--- config.mk ---
export PLATFORM = sky130hd
export DESIGN_NAME = zero_rle_expander
export DESIGN_NICKNAME = d
export VERILOG_FILES = /design/src/rtl/zero_rle_pkg.sv /design/src/rtl/zero_rle_expander.sv
export SDC_FILE = /design/constraint.sdc
export NUM_CORES = 1
export LEC_CHECK = 0
export ABC_AREA = 1
export BUFFER_PORTS_ARGS = -buffer_cell sky130_fd_sc_hd__clkbuf_2
export CORE_MARGIN = 2
export CORE_UTILIZATION = 45
export CTS_BUF_LIST = sky130_fd_sc_hd__clkbuf_8 sky130_fd_sc_hd__clkbuf_16
export DETAILED_ROUTE_END_ITERATION = 7
export PLACE_DENSITY_LB_ADDON = 0.08
export SLEW_MARGIN = 20
export SYNTH_ARGS = -nofsm -noshare
export SYNTH_HDL_FRONTEND = slang
export SYNTH_SLANG_ARGS = --single-unit
--- constraint.sdc ---
create_clock -name clk -period 1.49 [get_ports clk]
set_clock_uncertainty 0.05 [all_clocks]
set_input_delay 0 -clock clk [delete_from_list [all_inputs] [get_ports clk]]
set_output_delay 0 -clock clk [all_outputs]
set_load 0.03 [all_outputs]
--- src/rtl/zero_rle_pkg.sv ---
// Shared definitions for the zero run-length link.
// Used by both the producer (zero_detect) and the consumer (zero_rle_expander).
//  - DEFAULT_DATA_W : default literal / run-length field width
//  - token_t        : token bit layout {is_run, data}
//  - state_e        : expander state encoding (IDLE=1'b0, RUN=1'b1)
package zero_rle_pkg;

    localparam int DEFAULT_DATA_W = 8;

    // Token layout on the link: MSB flags a run, the rest is either the
    // literal byte or (run length - 1).
    localparam int TOKEN_W          = DEFAULT_DATA_W + 1;
    localparam int TOKEN_IS_RUN_BIT = DEFAULT_DATA_W;

    typedef struct packed {
        logic                      is_run;
        logic [DEFAULT_DATA_W-1:0] data;
    } token_t;

    typedef enum logic {
        IDLE = 1'b0,
        RUN  = 1'b1
    } state_e;

    function automatic token_t make_token(input logic is_run,
                                          input logic [DEFAULT_DATA_W-1:0] data);
        token_t t;
        t.is_run = is_run;
        t.data   = data;
        return t;
    endfunction

endpackage

--- src/rtl/zero_rle_expander.sv ---
// Expands a zero-run-length token stream back into a byte stream.
// A literal token produces one byte; a run token with in_data = L-1 produces
// L zero bytes (1..2^DATA_W). One registered output stage, one byte per cycle.
// Ports:
//  clk, rst   : clock, asynchronous active-high reset
//  in_valid / in_ready / in_is_run / in_data : token input (valid/ready)
//  out_valid / out_ready / out_data          : byte output (valid/ready)
//  busy       : high while a run is being expanded (state RUN)
module zero_rle_expander #(
    parameter int DATA_W = zero_rle_pkg::DEFAULT_DATA_W
) (
    input  logic              clk,
    input  logic              rst,
    input  logic              in_valid,
    output logic              in_ready,
    input  logic              in_is_run,
    input  logic [DATA_W-1:0] in_data,
    output logic              out_valid,
    input  logic              out_ready,
    output logic [DATA_W-1:0] out_data,
    output logic              busy
);
    import zero_rle_pkg::*;

    state_e            state_q, state_d;
    logic              out_valid_q, out_valid_d;
    logic [DATA_W-1:0] out_data_q, out_data_d;
    // Zeros still to be emitted after the one currently on the output.
    logic [DATA_W-1:0] rem_q, rem_d;
    logic              accept;

    // Accept only when idle and the output register is free or being drained
    // this cycle. Held low during reset so no token is taken while the state
    // is being cleared.
    assign in_ready  = !rst && (state_q == IDLE) && (!out_valid_q || out_ready);
    assign accept    = in_valid && in_ready;
    assign out_valid = out_valid_q;
    assign out_data  = out_data_q;
    assign busy      = (state_q == RUN);

    always_comb begin
        state_d     = state_q;
        out_valid_d = out_valid_q;
        out_data_d  = out_data_q;
        rem_d       = rem_q;
        case (state_q)
            IDLE: begin
                if (accept) begin
                    out_valid_d = 1'b1;
                    if (in_is_run) begin
                        // First zero of the run goes out right away; rem
                        // counts the zeros that follow it.
                        out_data_d = '0;
                        rem_d      = in_data;
                        if (in_data != '0) begin
                            state_d = RUN;
                        end
                    end else begin
                        out_data_d = in_data;
                    end
                end else if (out_ready) begin
                    out_valid_d = 1'b0;
                end
            end
            RUN: begin
                // Output stays a valid zero; each consumed beat re-presents
                // the next zero until the counter is used up.
                if (out_ready) begin
                    if (rem_q == DATA_W'(1)) begin
                        rem_d   = '0;
                        state_d = IDLE;
                    end else begin
                        rem_d = rem_q - DATA_W'(1);
                    end
                end
            end
            default: begin
                state_d = IDLE;
            end
        endcase
    end

    always_ff @(posedge clk or posedge rst) begin
        if (rst) begin
            state_q     <= IDLE;
            out_valid_q <= 1'b0;
            out_data_q  <= '0;
            rem_q       <= '0;
        end else begin
            state_q     <= state_d;
            out_valid_q <= out_valid_d;
            out_data_q  <= out_data_d;
            rem_q       <= rem_d;
        end
    end

endmodule

Word-level counts from Yosys, hierarchy flattened
Index checks and enable logic that the tools add are counted.

Multiplexer cells: 14. Add/subtract/negate cells: 1. Reductions and logical operators: 11. Equal/unequal tests: 4. Bitwise gates (word level): 1.

Operators by type and width (count): $mux 8 (5); $pmux 8 s2 (1); $eq 8x1->1 const B (1); $reduce_bool 8->1 (1); $sub 8x1->8 const B (1); $mux 1 (7); $ne 2x2->1 const B (3); $reduce_and 2->1 (2); $logic_and 1x1->1 (3); $reduce_and 3->1 (1); $logic_not 1->1 (2); $pmux 1 s2 (1); $reduce_bool 2->1 (1); $logic_or 1x1->1 (1); $not 1->1 (1).

Logic and storage cells: 35. Bits in registers: 18.

Longest topological paths before layout
Gate-level depths: netlist (run 1).

Depth after elaboration: 6. Mapped depth: 10. Gate-level depth less buffers: 10.

Worst setup path after synthesis (run 1)
Ideal clock, no wire load.

Path type: register to register. From: register state_q, in the netlist busy. To: register rem_q[7]. Arrival: 1245 ps. Path buffers: 1. Data required time: 1320 ps. Path slack: 75 ps. Stages on the path, launching flop included: 8. Setup time: 120 ps. Period minus slack after synthesis: 1415 ps. Cell sequence: dfrtp_1 -> buf_6 -> nor2_4 -> nand3_4 -> nand2_4 -> nand2_4 -> nor2_1 -> a21oi_2.

Cells in the longest elaborated chain, start to end: 6. Elaborated cells on any way between the ends: 9. Those cells by class: eq/ne (3); mux (1); bitwise (1); reduce/logical (4).

Ends and longest elaborated chain: start: declaration (RTL line zero_rle_expander.sv:25) `state_e state_q, state_d;`; start signal: assignment (RTL line zero_rle_expander.sv:90) `state_q <= state_d;`; $not 1->1 (no source line); $logic_and 1x1->1 (2 in a row) (RTL line zero_rle_expander.sv:35) `assign in_ready = !rst && (state_q == IDLE) && (!out_valid_q || out_ready);`; $logic_and 1x1->1 (RTL line zero_rle_expander.sv:36) `assign accept = in_valid && in_ready;`; $ne 2x2->1 (no source line); $reduce_and 3->1 (no source line); end signal: assignment (RTL line zero_rle_expander.sv:93) `rem_q <= rem_d;`; end: declaration (RTL line zero_rle_expander.sv:29) `logic [DATA_W-1:0] rem_q, rem_d;`.

Parallel ways exist; a longest one is shown, timed or not. A chain may end at the register's enable or synchronous reset.

Final worst setup path (run 1)
From: register rem_q[1]. To: register rem_q[3].

Cells in the longest elaborated chain, start to end: 4. Elaborated cells on any way between the ends: 5. Those cells by class: add/sub (1); eq/ne (1); mux (3).

Ends and longest elaborated chain: $sub 8x1->8 or $eq 8x1->1 (tied branches) (RTL line zero_rle_expander.sv:73, zero_rle_expander.sv:69); $mux 8 * (RTL line zero_rle_expander.sv:69) `if (rem_q == DATA_W'(1)) begin`; $mux 8 * (RTL line zero_rle_expander.sv:68) `if (out_ready) begin`; $pmux 8 s2 * (RTL line zero_rle_expander.sv:46) `case (state_q)`.

Every way passes the cells marked *; elsewhere a longest branch is shown, timed or not. The select of a mux whose other input is x is not followed.

==> metrics, run 1 <==
WS Path Type=reg -> reg; CP endpoint kind=register; crit share post-route=0.897; initial DRC count=25; fraction of layout cells with a size suffix above 1=0.233; GR Overflow Total=0; number of max-cap violations=0; GPL Wtd Cong=a little over 0.9; Comb pwr share=0.432; area of the multi-input gates=~570 sq um; CTS tree=yes; detailed-route via count=1083; Synth area leader=dfrtp_1; Seq/Total Area, Yosys=0.415; Most used DFF post-synth=dfrtp_1; Worst EP required=between 1.5 and 2 ns; CTS Buffer Depth=2; final setup fails=0; Final Util=0.623; number of port buffers=23; area grow syn2layout=29.4%; Synth Area per Inst=7.15 sq um; share of the synthesized area in the top cell type=0.415; Post-CTS Setup Bufs=0; diodes inserted=0; fin cells=around 220; status=completed; Pwr Density=1390 nW/um^2; gr usage total=0.213; register area=452 sq um; CP cell instances=inv_1, ha_1, nand3_1, nor2_2, nor2_4, nand2_1, nand2_1, nand2_1, nand2_1; ranking of synthesized cells by area=dfrtp_1 41%, nand2_1 21%, inv_1 5.2%; Worst Path Buf+Inv=1; peak fanout along the critical path=7; minimum clock period=1.34 ns; Critical Path Source Type=register; total die area=2820 sq um; initial antenna violation count=0; CP arrival=1.42 ns; Final #Nets=206; Peak VDD IR=0.00104 V; Post-synth EDFFs=0; Clock Latency Late Sink=~0.25 ns; GRT busiest layer=met2; ys async rst share=1.00; top-count cell post-synth=nand2_1; RSZ-0062 raised after global routing=false; Netlist Area Pre-Place=1090 sq um; Final Instance Area=1410 sq um; Leakage=0.752 nW; Crit path max-delay family=simple AND/OR/NAND/NOR gates; Max Slew Vio Count=0; synthesis-stage register bit count=18; Place WS=approximately 0.10 ns; met3 Usage GRT=0.0508; drt pass-1 iters=4; Initial Util=0.482; io pins=24; Avg Vias per Cell=4.99; WL final=2490 um; Mapped Nets=167; placed cells=204; met2 GRT Util=0.377; overall power=1.95 mW; Hold WS=0.0519 ns; vias in the first global route=about 1k; Setup TNS=0 ns; Routed Antenna Nets=0; Avg WL per Cell=11.5 um; first-pass GRT wire length=4310 um; detailed-route DRC error count=0; largest net degree at the start of global routing=19; final worst slack=between 0.15 and 0.2 ns; Worst Max-Slew Pin Slew=about 0.7 ns; DP Area=1240 sq um; # fillers=208; share of power burned in registers=0.399; number of H-tree levels=1; clock slew at reported path FFs=0.07 ns; Fmax=approximately 750 MHz; CP max stage cell=dfrtp_1; CP max stage delay=0.39 ns; CTS buffer count=3; Final Hold Fails=0; # rows=17; Core Footprint=2250 sq um; Sw Pwr=roughly 0.82 mW; Top cell by count, worst path=nand2_1; part of the power in the clock network=0.169; Net Sw Frac=0.419; CTS root buffer=clkbuf_8; path type of the worst min-delay path=in -> reg; top cells by count, synth=62 x nand2_1, 18 x dfrtp_1, 15 x inv_1, 15 x nor2_1, 11 x o21ai_0; Slew HR=0.533; Synth Warn #=0; DP HPWL=1880 um; Clock Sink Count=18; die height=roughly 53 um; Int Power=1.13 mW; Netlist cell types=21; Synth Instances=152; global-route track usage on met1=0.258; Die Width=53.1 um
-- worst register-to-register path, cell delays in order (launching register included) --
cell and delay [ns]:
dfrtp_1 0.39, inv_1 0.10, ha_1 0.16, nand3_1 0.10
nor2_2 0.16, nor2_4 0.07, nand2_1 0.05, nand2_1 0.04
nand2_1 0.05, nand2_1 0.06
-- cell usage in the layout, fill, tap and decap left out, types with 2 or more instances in the layout --
master / Yosys / final
nand2_1: 62 / 62
dfrtp_1: 18 / 17
buf_4: 0 / 3
inv_1: 15 / 15
a21oi_2: 2 / 2
nor2_4: 1 / 3
nor2_2: 3 / 3
nand2_4: 2 / 2
nor2_1: 15 / 13
dlygate4sd3_1: 0 / 10
clkbuf_2: 0 / 23
o31ai_1: 2 / 2
clkbuf_8: 0 / 3
nand4_1: 2 / 2
nand3_1: 8 / 8
nor4_1: 2 / 2
o21ai_0: 11 / 11
-- power by group through the flow --
| stage | Combinational (mW) | Clock (mW) | Sequential (mW) |
|---|---|---|---|
| 2_1_floorplan | 0.494 | 0 | 0.846 |
| 3_3_place_gp | 0.792 | 0 | 0.764 |
| 3_5_place_dp | 0.810 | 0 | 0.768 |
| 4_1_cts | 0.832 | 0.339 | 0.762 |
| 5_1_grt | 0.967 | 0.367 | 0.801 |
| 6_report | 0.842 | 0.329 | 0.777 |
-- routing by layer --
metal,routed length (um),share of wire,vias up
li1,-,-,558
met1,1140,0.46,499
met2,1240,0.50,24
met3,97,0.039,2
met4,21,0.0084,0
met5,0,0,-
-- sequential cells by signal (all words and copies together), names as in the netlist --
register	cells
rem_q	8
out_data	8
busy	1
out_valid	1
-- layout make-up --
| cell class | instances | share of cell area |
|---|---|---|
| Timing Repair Buffer | 36 | 0.169 |
| Clock buffer | 3 | 0.0294 |
| Tap cell | 28 | 0.0249 |
| Inverter | 17 | 0.0508 |
| Sequential cell | 18 | 0.321 |
| Multi-Input combinational cell | 115 | 0.404 |
-- cell families (layout without fill, tap and decap cells) --
group                      Yosys count  count (layout)  share of synthesized area
and+or+nand+nor                     96              96                      0.391
buffers and inverters               19              56                     0.0783
DFF                                 18              18                      0.415
AOI/OAI and AO/OA                   16              16                     0.0852
adders and majority gates            2               2                     0.0230
xor gates and xnor gates             1               1                    0.00807
-- what timing repair did --
action | CTS | global route
endpoints found under the hold margin | 27 | 0
resized for setup | 0 | 7
endpoints found under the setup margin | 0 | 8
hold buffers | 10 | 0
-- worst paths after layout --
kind	endpoint	depth (start not counted)	slack (ns)	startpoint
worst max-delay path	rem_q[3]$_DFFE_PP0P_	9	0.15	rem_q[1]$_DFFE_PP0P_
worst min register to register	out_data[6]$_DFFE_PP0P_	2	0.43	out_data[6]$_DFFE_PP0P_
worst max register to register	rem_q[3]$_DFFE_PP0P_	9	0.15	rem_q[1]$_DFFE_PP0P_
min in group asynchronous	out_valid$_DFFE_PP0P_	3	0.37	rst
max in group asynchronous	busy$_DFF_PP0_	3	0.53	rst
worst min-delay path	busy$_DFF_PP0_	4	0.05	out_ready
Note: power is estimated with default switching activity, not from simulation.
==> run 2: changes to the inputs <==
CAP_MARGIN = 0   (was unset)
CTS_CLUSTER_DIAMETER = 150   (was unset)
MAX_ROUTING_LAYER = met4   (was unset)
==> metrics, run 2 (synthesis gave the netlist of run 1 again) <==
number of H-tree levels=1; Fmax=750 MHz; share of power burned in registers=0.399; CP endpoint kind=register; Comb pwr share=0.432; peak fanout along the critical path=7; Routed Antenna Nets=0; Initial Util=0.482; Peak VDD IR=0.00104 V; # fillers=208; detailed-route DRC error count=0; final setup fails=0; Int Power=1.13 mW; status=completed; CP max stage cell=dfrtp_1; clock slew at reported path FFs=0.07 ns; crit share post-route=0.895; CP cell instances=inv_1, ha_1, nand3_1, nor2_2, nor2_4, nand2_1, nand2_1, nand2_1, nand2_1; CTS Buffer Depth=2; CP arrival=between 1 and 1.5 ns; GPL Wtd Cong=0.924; first-pass GRT wire length=4310 um; Slew HR=0.534; met3 Usage GRT=0.0508; Leakage=~0.75 nW; Avg Vias per Cell=5.01; Clock Sink Count=18; part of the power in the clock network=0.169; detailed-route via count=1088; register area=between 400 and 500 sq um; Top cell by count, worst path=nand2_1; # rows=17; vias in the first global route=1005; initial antenna violation count=0; diodes inserted=0; RSZ-0062 raised after global routing=false; DP HPWL=1880 um; CTS tree=yes; Net Sw Frac=0.418; fraction of layout cells with a size suffix above 1=0.233; GRT busiest layer=met2; number of port buffers=23; Sw Pwr=~0.8 mW; gr usage total=0.219; placed cells=204; CTS buffer count=3; Setup TNS=0 ns; Worst EP required=1.57 ns; Clock Latency Late Sink=0.25 ns; Die Width=~53 um; minimum clock period=1.33 ns; drt pass-1 iters=5; number of max-cap violations=0; Final Hold Fails=0; initial DRC count=25; GR Overflow Total=0; Pwr Density=1380 nW/um^2; Final #Nets=roughly 210; met2 GRT Util=0.377; path type of the worst min-delay path=in -> reg; largest net degree at the start of global routing=19; WS Path Type=reg -> reg; fin cells=217; commonest non-fill, non-tap cells in the layout=62 x nand2_1, 23 x clkbuf_2, 17 x dfrtp_1; Post-CTS Setup Bufs=0; die height=53.1 um; Max Slew Vio Count=0; CTS root buffer=clkbuf_8; DP Area=1240 sq um; area grow syn2layout=29.4%; io pins=24; most common cell after layout, fill and taps aside=nand2_1; Avg WL per Cell=11.4 um; Hold WS=0.0527 ns; area of the multi-input gates=568 sq um; global-route track usage on met1=0.258; WL final=2470 um; total die area=2820 sq um; Final Instance Area=1410 sq um; CP max stage delay=a little under 0.4 ns; Critical Path Source Type=register; Worst Max-Slew Pin Slew=0.698 ns; Core Footprint=2250 sq um
## run 2: layer usage
metal | vias to the layer above | wire length (um)
li1 | 560 | -
met4 | 0 | 20
met5 | - | 0
met3 | 2 | 85
met2 | 20 | 1230
met1 | 506 | 1140
## run 2: metrics by stage
step,power [mW],setup slack (ns),utilization
finish,1.94,0.156,0.623
global route,2.14,0.00703,0.623
CTS,1.93,0.0973,0.614
detailed placement,1.58,0.105,0.551
global placement,1.56,0.115,0.551
floorplan,1.34,0.0748,-
## run 2: power groups by stage
stage / Combinational [mW] / Sequential [mW] / Clock, mW
after floorplan: 0.494 / 0.846 / 0
after global placement: 0.792 / 0.764 / 0
after detailed placement: 0.810 / 0.768 / 0
after CTS: 0.832 / 0.762 / 0.339
after global routing: 0.967 / 0.801 / 0.367
final: 0.840 / 0.776 / 0.329
## run 2: final timing paths
kind                                         start                       to  slack (ns)  cells past startpoint
max                           rem_q[1]$_DFFE_PP0P_     rem_q[3]$_DFFE_PP0P_        0.16                      9
min reg2reg                out_data[6]$_DFFE_PP0P_  out_data[6]$_DFFE_PP0P_        0.43                      2
min in group asynchronous                      rst    out_valid$_DFFE_PP0P_        0.37                      3
max in group asynchronous                      rst           busy$_DFF_PP0_        0.53                      3
min                                      out_ready           busy$_DFF_PP0_        0.05                      4
max reg2reg                   rem_q[1]$_DFFE_PP0P_     rem_q[3]$_DFFE_PP0P_        0.16                      9
## run 2: cell type report
type / instances / area share
flip-flops and latches: 18 / 0.321
repair buffers: 36 / 0.169
multi-input cells: 115 / 0.404
well taps: 28 / 0.0249
clock buffers: 3 / 0.0294
inverters: 17 / 0.0508
## run 2: timing repair
item,4_1_cts,5_1_grt
hold buffers,10,0
endpoints found under the setup margin,0,8
endpoints found under the hold margin,27,0
gates resized for setup,0,7
## run 2: worst max-delay path, delay by kind of cell (launching register included)
kind,cells,cell delay (ns)
adder cells (fa/ha/maj),1,0.16
buffers and inverters,1,0.10
flip-flops,1,0.39
AND/OR/NAND/NOR,7,0.53
==> run 3: changes to the inputs <==
RECOVER_POWER = 50   (was unset)
==> metrics, run 3 (synthesis gave the netlist of run 1 again) <==
gr usage total=0.219; diodes inserted=0; first-pass GRT wire length=roughly 4300 um; Avg Vias per Cell=5.01; Crit path max-delay family=simple AND/OR/NAND/NOR gates; Final #Nets=~200; crit share post-route=0.895; number of H-tree levels=1; initial antenna violation count=0; number of port buffers=23; Final Hold Fails=0; Worst Max-Slew Pin Slew=0.700 ns; status=completed; minimum clock period=1.33 ns; Place WS=about 0.10 ns; area of the multi-input gates=568 sq um; Top cell by count, worst path=nand2_1; Pwr Density=1390 nW/um^2; Avg WL per Cell=roughly 11 um; CP cell instances=inv_1, ha_1, nand3_1, nor2_2, nor2_4, nand2_1, nand2_1, nand2_1, nand2_1; CTS root buffer=clkbuf_8; Fmax=750 MHz; Critical Path Source Type=register; WS Path Type=reg -> reg; Max Slew Vio Count=0; # rows=17; CTS buffer count=3; path type of the worst min-delay path=in -> reg; RSZ-0062 raised after global routing=false; die height=53.1 um; Setup TNS=0 ns; Leakage=0.720 nW; Slew HR=0.533; # fillers=215; CTS tree=yes; CP max stage cell=dfrtp_1; Peak VDD IR=0.00104 V; Worst EP required=~1.6 ns; DP HPWL=between 1500 and 2000 um; total die area=2820 sq um; CP endpoint kind=register; Clock Latency Late Sink=roughly 0.25 ns; detailed-route via count=1087; WL final=2470 um; Routed Antenna Nets=0; final setup fails=0; Die Width=53.1 um; CP max stage delay=0.39 ns; number of max-cap violations=0; Core Footprint=2250 sq um; GR Overflow Total=0; initial DRC count=24; vias in the first global route=~1.0k; area grow syn2layout=28.2%; GPL Wtd Cong=approximately 0.92; clock slew at reported path FFs=0.07 ns; Worst Path Buf+Inv=1; final worst slack=0.157 ns; largest net degree at the start of global routing=19; Clock Sink Count=18; CP arrival=between 1 and 1.5 ns; most common cell after layout, fill and taps aside=nand2_1; commonest non-fill, non-tap cells in the layout=62 x nand2_1, 17 x dfrtp_1, 15 x inv_1; fraction of layout cells with a size suffix above 1=0.180; register area=between 400 and 500 sq um; CTS Buffer Depth=2; Initial Util=0.482; detailed-route DRC error count=0; drt pass-1 iters=4; io pins=24; peak fanout along the critical path=7
run 3: repair_timing:
item                                   4_1_cts  5_1_grt
setup endpoints to repair                    0        8
gates resized for setup                      0        7
endpoints found under the hold margin       27        0
hold buffers                                10        0
setup buffers                                0        0
run 3: worst paths after layout:
kind / from / endpoint / slack (ns) / cells after the start
worst min register to register: out_data[6]$_DFFE_PP0P_ / out_data[6]$_DFFE_PP0P_ / 0.43 / 2
worst max register to register: rem_q[1]$_DFFE_PP0P_ / rem_q[3]$_DFFE_PP0P_ / 0.16 / 9
max in group asynchronous: rst / busy$_DFF_PP0_ / 0.52 / 3
min in group asynchronous: rst / out_valid$_DFFE_PP0P_ / 0.38 / 3
worst min-delay path: out_ready / busy$_DFF_PP0_ / 0.05 / 4
worst max-delay path: rem_q[1]$_DFFE_PP0P_ / rem_q[3]$_DFFE_PP0P_ / 0.16 / 9
run 3: layout make-up:
type | count | area share
Clock buffer | 3 | 0.0296
Tap cell | 28 | 0.0252
Inverter | 17 | 0.0512
Timing Repair Buffer | 36 | 0.162
Sequential cell | 18 | 0.324
Multi-Input combinational cell | 115 | 0.408
run 3: power breakdown:
group / internal, mW / total [mW] / switching (mW)
combinational: 0.306 / 0.827 / 0.521
clock: 0.179 / 0.329 / 0.150
sequential: 0.632 / 0.776 / 0.143
total: 1.12 / 1.93 / 0.814
run 3: through the flow:
stage	util	hold WS, ns	cells	cell area (sq um)	total power [mW]
after floorplan	-	-0.111	152	1090	1.34
after global routing	0.618	0.0888	217	1390	2.12
final	0.618	0.0526	217	1390	1.93
after detailed placement	0.551	0.119	204	1240	1.58
after global placement	0.551	0.111	204	1240	1.56
after CTS	0.614	0.0573	217	1380	1.93
run 3: metal layers:
layer	up-vias	GRT usage	part of all wire
li1	560	-	-
met1	505	0.258	0.46
met2	20	0.377	0.50
met3	2	0.0508	0.034
met4	0	0.0513	0.0081
met5	-	-	0
run 3: worst min-delay path, stage by stage:
cell	delay (ns)
clkbuf_2	0.09
inv_1	0.09
a21oi_1	0.08
nand2_1	0.06
